**config.mk**
```make
export PLATFORM = sky130hd
export DESIGN_NAME = seg7_scan_driver
export DESIGN_NICKNAME = d
export VERILOG_FILES = /design/src/rtl/seg7_scan_driver.sv
export SDC_FILE = /design/constraint.sdc
export NUM_CORES = 1
export LEC_CHECK = 0
export CAP_MARGIN = 15
export CELL_PAD_IN_SITES_DETAIL_PLACEMENT = 0
export CELL_PAD_IN_SITES_GLOBAL_PLACEMENT = 2
export CORE_ASPECT_RATIO = 0.8
export CORE_UTILIZATION = 35
export CTS_CLUSTER_DIAMETER = 150
export CTS_CLUSTER_SIZE = 10
export DETAILED_ROUTE_END_ITERATION = 8
export PLACE_DENSITY = 0.74
export SYNTH_ARGS = -nofsm -noshare
export SYNTH_HDL_FRONTEND = slang
export SYNTH_SLANG_ARGS = --single-unit
```
**constraint.sdc**
```tcl
create_clock -name clk -period 2.8 [get_ports clk]
set_input_delay 0.28 -clock clk [delete_from_list [all_inputs] [get_ports clk]]
set_output_delay 0.28 -clock clk [all_outputs]
set_load 0.02 [all_outputs]
```
**src/rtl/seg7_scan_driver.sv**
```systemverilog
// seg7_scan_driver: time-multiplexed hex driver for a bank of 7-segment digits.
// Common segment lines, one active-low enable per digit. The value is
// double-buffered so that each frame shows one consistent value. The block
// adds decimal points, leading-zero blanking, blinking, an anti-ghost blank
// slot and a frame-done pulse.
module seg7_scan_driver #(
    parameter int unsigned NUM_DIGITS   = 4,
    parameter int unsigned CLK_DIV      = 50000,
    parameter int unsigned BLINK_FRAMES = 64
) (
    input  logic                    clk,
    input  logic                    rst,
    input  logic [4*NUM_DIGITS-1:0] value,
    input  logic                    load,
    input  logic [NUM_DIGITS-1:0]   dp_in,
    input  logic                    blank_lz,
    input  logic                    blink_en,
    output logic [6:0]              seg,
    output logic                    dp_n,
    output logic [NUM_DIGITS-1:0]   an,
    output logic                    frame_done
);

    localparam int unsigned VAL_W = 4 * NUM_DIGITS;
    localparam int unsigned PRE_W = (CLK_DIV > 1) ? $clog2(CLK_DIV) : 1;
    localparam int unsigned IDX_W = (NUM_DIGITS > 1) ? $clog2(NUM_DIGITS) : 1;
    localparam int unsigned BLK_W = (BLINK_FRAMES > 1) ? $clog2(BLINK_FRAMES) : 1;

    localparam logic [PRE_W-1:0] PRE_LAST = PRE_W'(CLK_DIV - 1);
    localparam logic [IDX_W-1:0] IDX_LAST = IDX_W'(NUM_DIGITS - 1);
    localparam logic [BLK_W-1:0] BLK_LAST = BLK_W'(BLINK_FRAMES - 1);
    localparam logic [6:0]       SEG_OFF  = 7'h7F;

    // Scan and buffer state.
    logic [PRE_W-1:0]      pre_q,       pre_d;
    logic [IDX_W-1:0]      idx_q,       idx_d;
    logic [VAL_W-1:0]      shadow_q,    shadow_d;
    logic [NUM_DIGITS-1:0] shadow_dp_q, shadow_dp_d;
    logic [VAL_W-1:0]      active_q,    active_d;
    logic [NUM_DIGITS-1:0] active_dp_q, active_dp_d;
    logic [BLK_W-1:0]      blk_cnt_q,   blk_cnt_d;
    logic                  blk_off_q,   blk_off_d;

    // Next values of the registered outputs.
    logic [6:0]            seg_d;
    logic                  dp_n_d;
    logic [NUM_DIGITS-1:0] an_d;
    logic                  frame_done_d;

    // Per-cycle decode helpers.
    logic                  slot_end;
    logic                  frame_end;
    logic [3:0]            cur_nib;
    logic                  cur_dp;
    logic                  cur_lz;
    logic [NUM_DIGITS-1:0] lz_blank;
    logic                  zero_run;
    logic [NUM_DIGITS-1:0] an_sel;

    // Hex nibble to active-low {g,f,e,d,c,b,a}.
    function automatic logic [6:0] hex7(input logic [3:0] h);
        logic [6:0] s;
        case (h)
            4'h0:    s = 7'h40;
            4'h1:    s = 7'h79;
            4'h2:    s = 7'h24;
            4'h3:    s = 7'h30;
            4'h4:    s = 7'h19;
            4'h5:    s = 7'h12;
            4'h6:    s = 7'h02;
            4'h7:    s = 7'h78;
            4'h8:    s = 7'h00;
            4'h9:    s = 7'h18;
            4'hA:    s = 7'h08;
            4'hB:    s = 7'h03;
            4'hC:    s = 7'h46;
            4'hD:    s = 7'h21;
            4'hE:    s = 7'h06;
            4'hF:    s = 7'h0E;
            default: s = SEG_OFF;
        endcase
        return s;
    endfunction

    // Slot/frame boundaries, double-buffer transfer and blink phase.
    always_comb begin
        pre_d       = pre_q;
        idx_d       = idx_q;
        shadow_d    = shadow_q;
        shadow_dp_d = shadow_dp_q;
        active_d    = active_q;
        active_dp_d = active_dp_q;
        blk_cnt_d   = blk_cnt_q;
        blk_off_d   = blk_off_q;

        slot_end  = (pre_q == PRE_LAST);
        frame_end = slot_end && (idx_q == IDX_LAST);

        if (slot_end) begin
            pre_d = '0;
            idx_d = (idx_q == IDX_LAST) ? '0 : idx_q + IDX_W'(1);
        end else begin
            pre_d = pre_q + PRE_W'(1);
        end

        // A load on the boundary bypasses the shadow so it is not lost a frame.
        if (load) begin
            shadow_d    = value;
            shadow_dp_d = dp_in;
        end
        if (frame_end) begin
            active_d    = load ? value : shadow_q;
            active_dp_d = load ? dp_in : shadow_dp_q;
        end

        if (!blink_en) begin
            blk_cnt_d = '0;
            blk_off_d = 1'b0;
        end else if (frame_end) begin
            if (blk_cnt_q == BLK_LAST) begin
                blk_cnt_d = '0;
                blk_off_d = ~blk_off_q;
            end else begin
                blk_cnt_d = blk_cnt_q + BLK_W'(1);
            end
        end
    end

    // Digit select, leading-zero detection and output formatting.
    always_comb begin
        lz_blank = '0;
        zero_run = 1'b1;
        cur_nib  = 4'h0;
        cur_dp   = 1'b0;
        cur_lz   = 1'b0;

        // Digit i>0 blanks when it and every more-significant nibble are zero.
        for (int i = NUM_DIGITS - 1; i >= 1; i--) begin
            zero_run    = zero_run && (active_q[i*4 +: 4] == 4'h0);
            lz_blank[i] = zero_run;
        end

        for (int i = 0; i < NUM_DIGITS; i++) begin
            if (idx_q == IDX_W'(i)) begin
                cur_nib = active_q[i*4 +: 4];
                cur_dp  = active_dp_q[i];
                cur_lz  = lz_blank[i];
            end
        end

        an_sel = ~(NUM_DIGITS'(1) << idx_q);

        seg_d        = SEG_OFF;
        dp_n_d       = 1'b1;
        an_d         = '1;
        frame_done_d = (pre_q == '0) && (idx_q == '0);

        // First cycle of every slot stays dark so segments settle before an enables.
        if (pre_q != '0) begin
            if (!(blank_lz && cur_lz)) begin
                seg_d = hex7(cur_nib);
            end
            dp_n_d = ~cur_dp;
            if (!(blink_en && blk_off_q)) begin
                an_d = an_sel;
            end
        end
    end

    // State and output registers with synchronous reset.
    always_ff @(posedge clk) begin
        if (rst) begin
            pre_q       <= '0;
            idx_q       <= '0;
            shadow_q    <= '0;
            shadow_dp_q <= '0;
            active_q    <= '0;
            active_dp_q <= '0;
            blk_cnt_q   <= '0;
            blk_off_q   <= 1'b0;
            seg         <= SEG_OFF;
            dp_n        <= 1'b1;
            an          <= '1;
            frame_done  <= 1'b0;
        end else begin
            pre_q       <= pre_d;
            idx_q       <= idx_d;
            shadow_q    <= shadow_d;
            shadow_dp_q <= shadow_dp_d;
            active_q    <= active_d;
            active_dp_q <= active_dp_d;
            blk_cnt_q   <= blk_cnt_d;
            blk_off_q   <= blk_off_d;
            seg         <= seg_d;
            dp_n        <= dp_n_d;
            an          <= an_d;
            frame_done  <= frame_done_d;
        end
    end

endmodule

```
# Yosys cells after proc, flatten, opt, wreduce, memory -nomap -nowiden
# Memory sizes are Yosys's and may differ from the RTL's. A register that Yosys moved wholly into a read port is not among the register bits.
# Index checks and enable logic that the tools add are counted.
# word_totals
mem_count,1
inputBits,25
wordCells,59
romBits,112
output_inout_bits,13
ff_bits,71
# op_classes
reduce_logical,18
shift,1
n_bitwise,5
addsub,3
muxes,15
n_eq_ne,5
# mem_list
memory,words,width,rd,rd_ports_with_merged_regs,wr,line,text
(name not given),16,7,1,1,0,63,case (h)
# op_table
op,count
$mux 4,5
$add 16x1->16 const B,1
$eq 16x16->1 const B,1
$logic_not 16->1,1
$mux 16,1
$reduce_bool 16->1,1
$logic_not 4->1,3
$mux 1,7
$add 6x1->6 const B,1
$eq 6x6->1 const B,1
$logic_and 1x1->1,6
$mux 6,1
$reduce_or 2->1,3
$reduce_or 3->1,2
$eq 2x2->1 const B,2
$not 1->1,4
$not 4->4,1
$shl 1x2->4 const A,1
$add 2x1->2 const B,1
$eq 2x1->1 const B,1
$logic_not 2->1,1
$mux 2,1
$reduce_and 2->1,1

# Longest topological paths before layout
# logic_depth
depth_word,8
depth_mapped,11
mapped_depth_nobuf,10

# Least setup slack after synthesis
# OpenSTA, ideal clock, no wires.
# synth_path
path_type,register to register
start,reg idx_q[0]
end,reg seg[6]
setup_time_ps,121
arrival_ps,2195
stages_incl_launch_ff,11
path_slack_ps,484
path_cell_list,dfxtp_1 > ha_1 > buf_2 > buf_1 > a21oi_1 > a22oi_1 > inv_1 > ha_1 > mux2_1 > a22oi_1 > nand2_1
# synth_between
elab_chain_cells,6
# synth_lines
element,line,text
"start, declared",36,"logic [IDX_W-1:0] idx_q, idx_d;"
"start signal, assigned",187,idx_q <= idx_d;
$eq 2x1->1,144,if (idx_q == IDX_W'(i)) begin
$mux 1 (3 in a row),144,
$logic_and 1x1->1,160,if (!(blank_lz && cur_lz)) begin
$reduce_or 3->1 (no line),n/a,
"end, declared",18,"output logic [6:0] seg,"
# Parallel ways exist; a longest one is shown, timed or not.
# A chain may end at the register's enable or synchronous reset.

# Worst setup path after layout
# Ends and elaborated chain as after synthesis.

==> impl_metrics.tcl <==
set metrics [dict create \
    cts_made_buffers 9 \
    fmaxAchievable_mhz 426.8 \
    cts_resized 0 \
    area_delta_synth_final_pct 20.30 \
    ios 38 \
    initial_core_util 0.3673 \
    status "finished, violations left" \
    synth_top_area_share 0.4605 \
    min-delay-start "pre_q[0]" \
    grt_pass1_wl_mm 11.47 \
    core_mm2 0.009231 \
    synth_compound_area_frac 0.1114 \
    met2_usage 0.2034 \
    synthArstFlopShare 0 \
    netlist-cell-type-count 50 \
    die_w_um 112.0 \
    ys_top_cells_by_count "dfxtp_1 (78), nor2_1 (51), mux2i_1 (28)" \
    ys_warn_count 0 \
    drive_above_1_share 0.06771 \
    grt_use_met1 0.2038 \
    grt_util_met3 0.05327 \
    ys_seq_area_frac 0.4605 \
    busiest_layer "met1" \
    grt_max_degree 26 \
    ys_ff_latch 78 \
    cts.sinks 78 \
    clk_pin_slew_ns 0.06 \
    wl_per_cell_um 13.79 \
    synth.area.mux_share 0.08930 \
    worstMarginPinSlew_ns 0.5814 \
    gp_congestion 0.7483 \
    clock_latency_ns 0.33 \
    synthTopCellsByArea "dfxtp_1 (46%), mux2i_1 (8.3%), nor2_1 (5.6%)" \
    synth_flop_cell "dfxtp_1" \
    yosys.area.top_type "dfxtp_1" \
    vias_per_cell 4.852 \
    setup_violations 0 \
    ctsHoldBuffers 0 \
    finalSetupTns_ns 0 \
    overflow 0 \
    startpoint_type "register" \
    drc_errors 3 \
    vias 2421 \
    antenna_found_initial 0 \
    worst_setup_path_end_kind "register" \
    antenna_left 0 \
    r2r_start "idx_q[0]" \
    totalWireLength_mm 6.880 \
    syn_inst 344 \
    num_rows 31 \
    nets 417 \
    syn_nets 382 \
    crit_path_max_fanout 10 \
    synth_xor_area_frac 0.04391 \
    rsz0062_at_grt "no" \
    diodes 0 \
    syn_area_mm2 0.003391 \
    violations "DRC" \
    slew_headroom 0.6124 \
    synth-simple-area-share 0.1875 \
    path_class "reg2reg" \
    cts_tree "done" \
    synth_top_family_by_area "simple AND/OR/NAND/NOR gates" \
    finalHoldWorstSlack_ns 0.4842 \
    cts-root-buf "clkbuf_16" \
    cp-startpoint "idx_q[0]" \
    synthAdderAreaFrac 0.04797 \
    clockBufferDepth 2 \
    power.density_mw_per_mm2 592.2 \
    fin_crit_sh 0.8367 \
    vdd_ir_drop_max_v 0.0003146 \
    finalCriticalPeriod_ns 2.343 \
    hold_viol_final 0 \
    crit_required_ns 3.01 \
    slew_violations 0 \
    drt-initial-drc-count 63 \
    cts.htree.levels 3 \
    drv_cap 0 \
    arrival_ns 2.55 \
    yosysMostFrequentCell "dfxtp_1" \
    fp.dieArea_mm2 0.01009 \
    min-delay-path-class "reg2reg" \
    synth_edf_count 0 \
    post_cts_buffers 0 \
    clock_skew_ns 0.006348 \
    drt_pass1_iterations 6 \
    leakagePower_nw 1.700 \
    die_h_um 90.04 \
    dpl.hpwl_mm 4.838 \
    grt_pass1_vias 2318 \
    track_usage 0.1466 \
    port_buffers 37 \
    avgSynthCellArea_um2 9.857 \
]
-- stage by stage --
stage                     setup WS (ns)    util  std cells  total power, mW  area (µm²)
after floorplan                  0.4843       -        344            1.276        3391
after global placement           0.5235  0.4110        483            1.349        3794
after detailed placement         0.4614  0.4110        483            1.350        3794
after CTS                        0.4525  0.4419        499            2.459        4079
after global routing             0.2487  0.4419        499            2.529        4079
final                            0.4571  0.4419        499            2.416        4079
-- layout by cell type (no fill, tap or decap), drive strengths merged, types with 3 or more instances in the layout --
master | synthesis | layout
nor4 | 5 | 5
o21ai | 5 | 5
nor3b | 3 | 3
clkbuf | 2 | 12
mux2i | 28 | 28
inv | 10 | 11
nor2 | 52 | 52
xor2 | 11 | 11
dfxtp | 78 | 78
xnor2 | 6 | 6
nor2b | 5 | 5
and4 | 3 | 3
nand2b | 5 | 5
and3 | 3 | 3
nand4 | 7 | 7
nand2 | 22 | 22
nand3 | 8 | 8
nand3b | 4 | 4
clkdlybuf4s50 | 0 | 37
buf | 18 | 7
o22a | 20 | 20
a21oi | 8 | 8
ha | 13 | 13
nor3 | 3 | 3
-- power by group --
part | switching, mW | leakage (nW) | internal [mW] | total [mW]
Sequential | 0.0120 | 0.635 | 1.14 | 1.16
Clock | 0.443 | 0.135 | 0.650 | 1.09
Combinational | 0.0808 | 0.930 | 0.0864 | 0.167
Total | 0.536 | 1.70 | 1.88 | 2.42
-- final timing paths --
check                           endpoint  slack [ns]  cells past startpoint
worst max-delay path              seg[6]        0.46                     10
worst min-delay path            pre_q[0]        0.48                      1
worst max register to register    seg[6]        0.46                     10
worst min register to register  pre_q[0]        0.48                      1
-- per-layer routing --
metal / routed length (µm) / vias to the layer above
met5: 0 / -
met4: 104 / 0
met3: 282 / 11
met2: 2790 / 36
met1: 3703 / 1107
li1: - / 1267
-- flip-flops by register name (all words and copies together) (netlist names) --
signal	flops
pre_q	16
dp_n	1
an	4
seg	7
blk_off_q	1
shadow_q	16
idx_q	2
active_dp_q	4
frame_done	1
shadow_dp_q	4
active_q	16
blk_cnt_q	6
-- worst max-delay path, cell delays in order, from the launching register on --
cell      delay (ns)
dfxtp_1         0.40
inv_1           0.08
ha_1            0.31
nand2b_1        0.12
mux2i_1         0.08
a31oi_1         0.35
inv_1           0.15
ha_1            0.22
mux2_1          0.30
a22oi_1         0.14
nand2_1         0.07
-- final cells by class --
type,count,area [µm²]
multi-input cells,236,1628
clock inverters,4,28.78
inverters,10,37.54
repair buffers,44,422.9
clock buffers,12,256.5
well taps,115,143.9
flip-flops and latches,78,1562
fillers,912,5152
-- cell families after synthesis --
kind of cell | Yosys count
xor gates and xnor gates | 17
adders and majority gates | 13
muxes | 30
buffers and inverters | 30
DFF | 78
AOI/OAI and AO/OA | 50
and+or+nand+nor | 126
No activity file was read; power rests on OpenSTA's default activity.
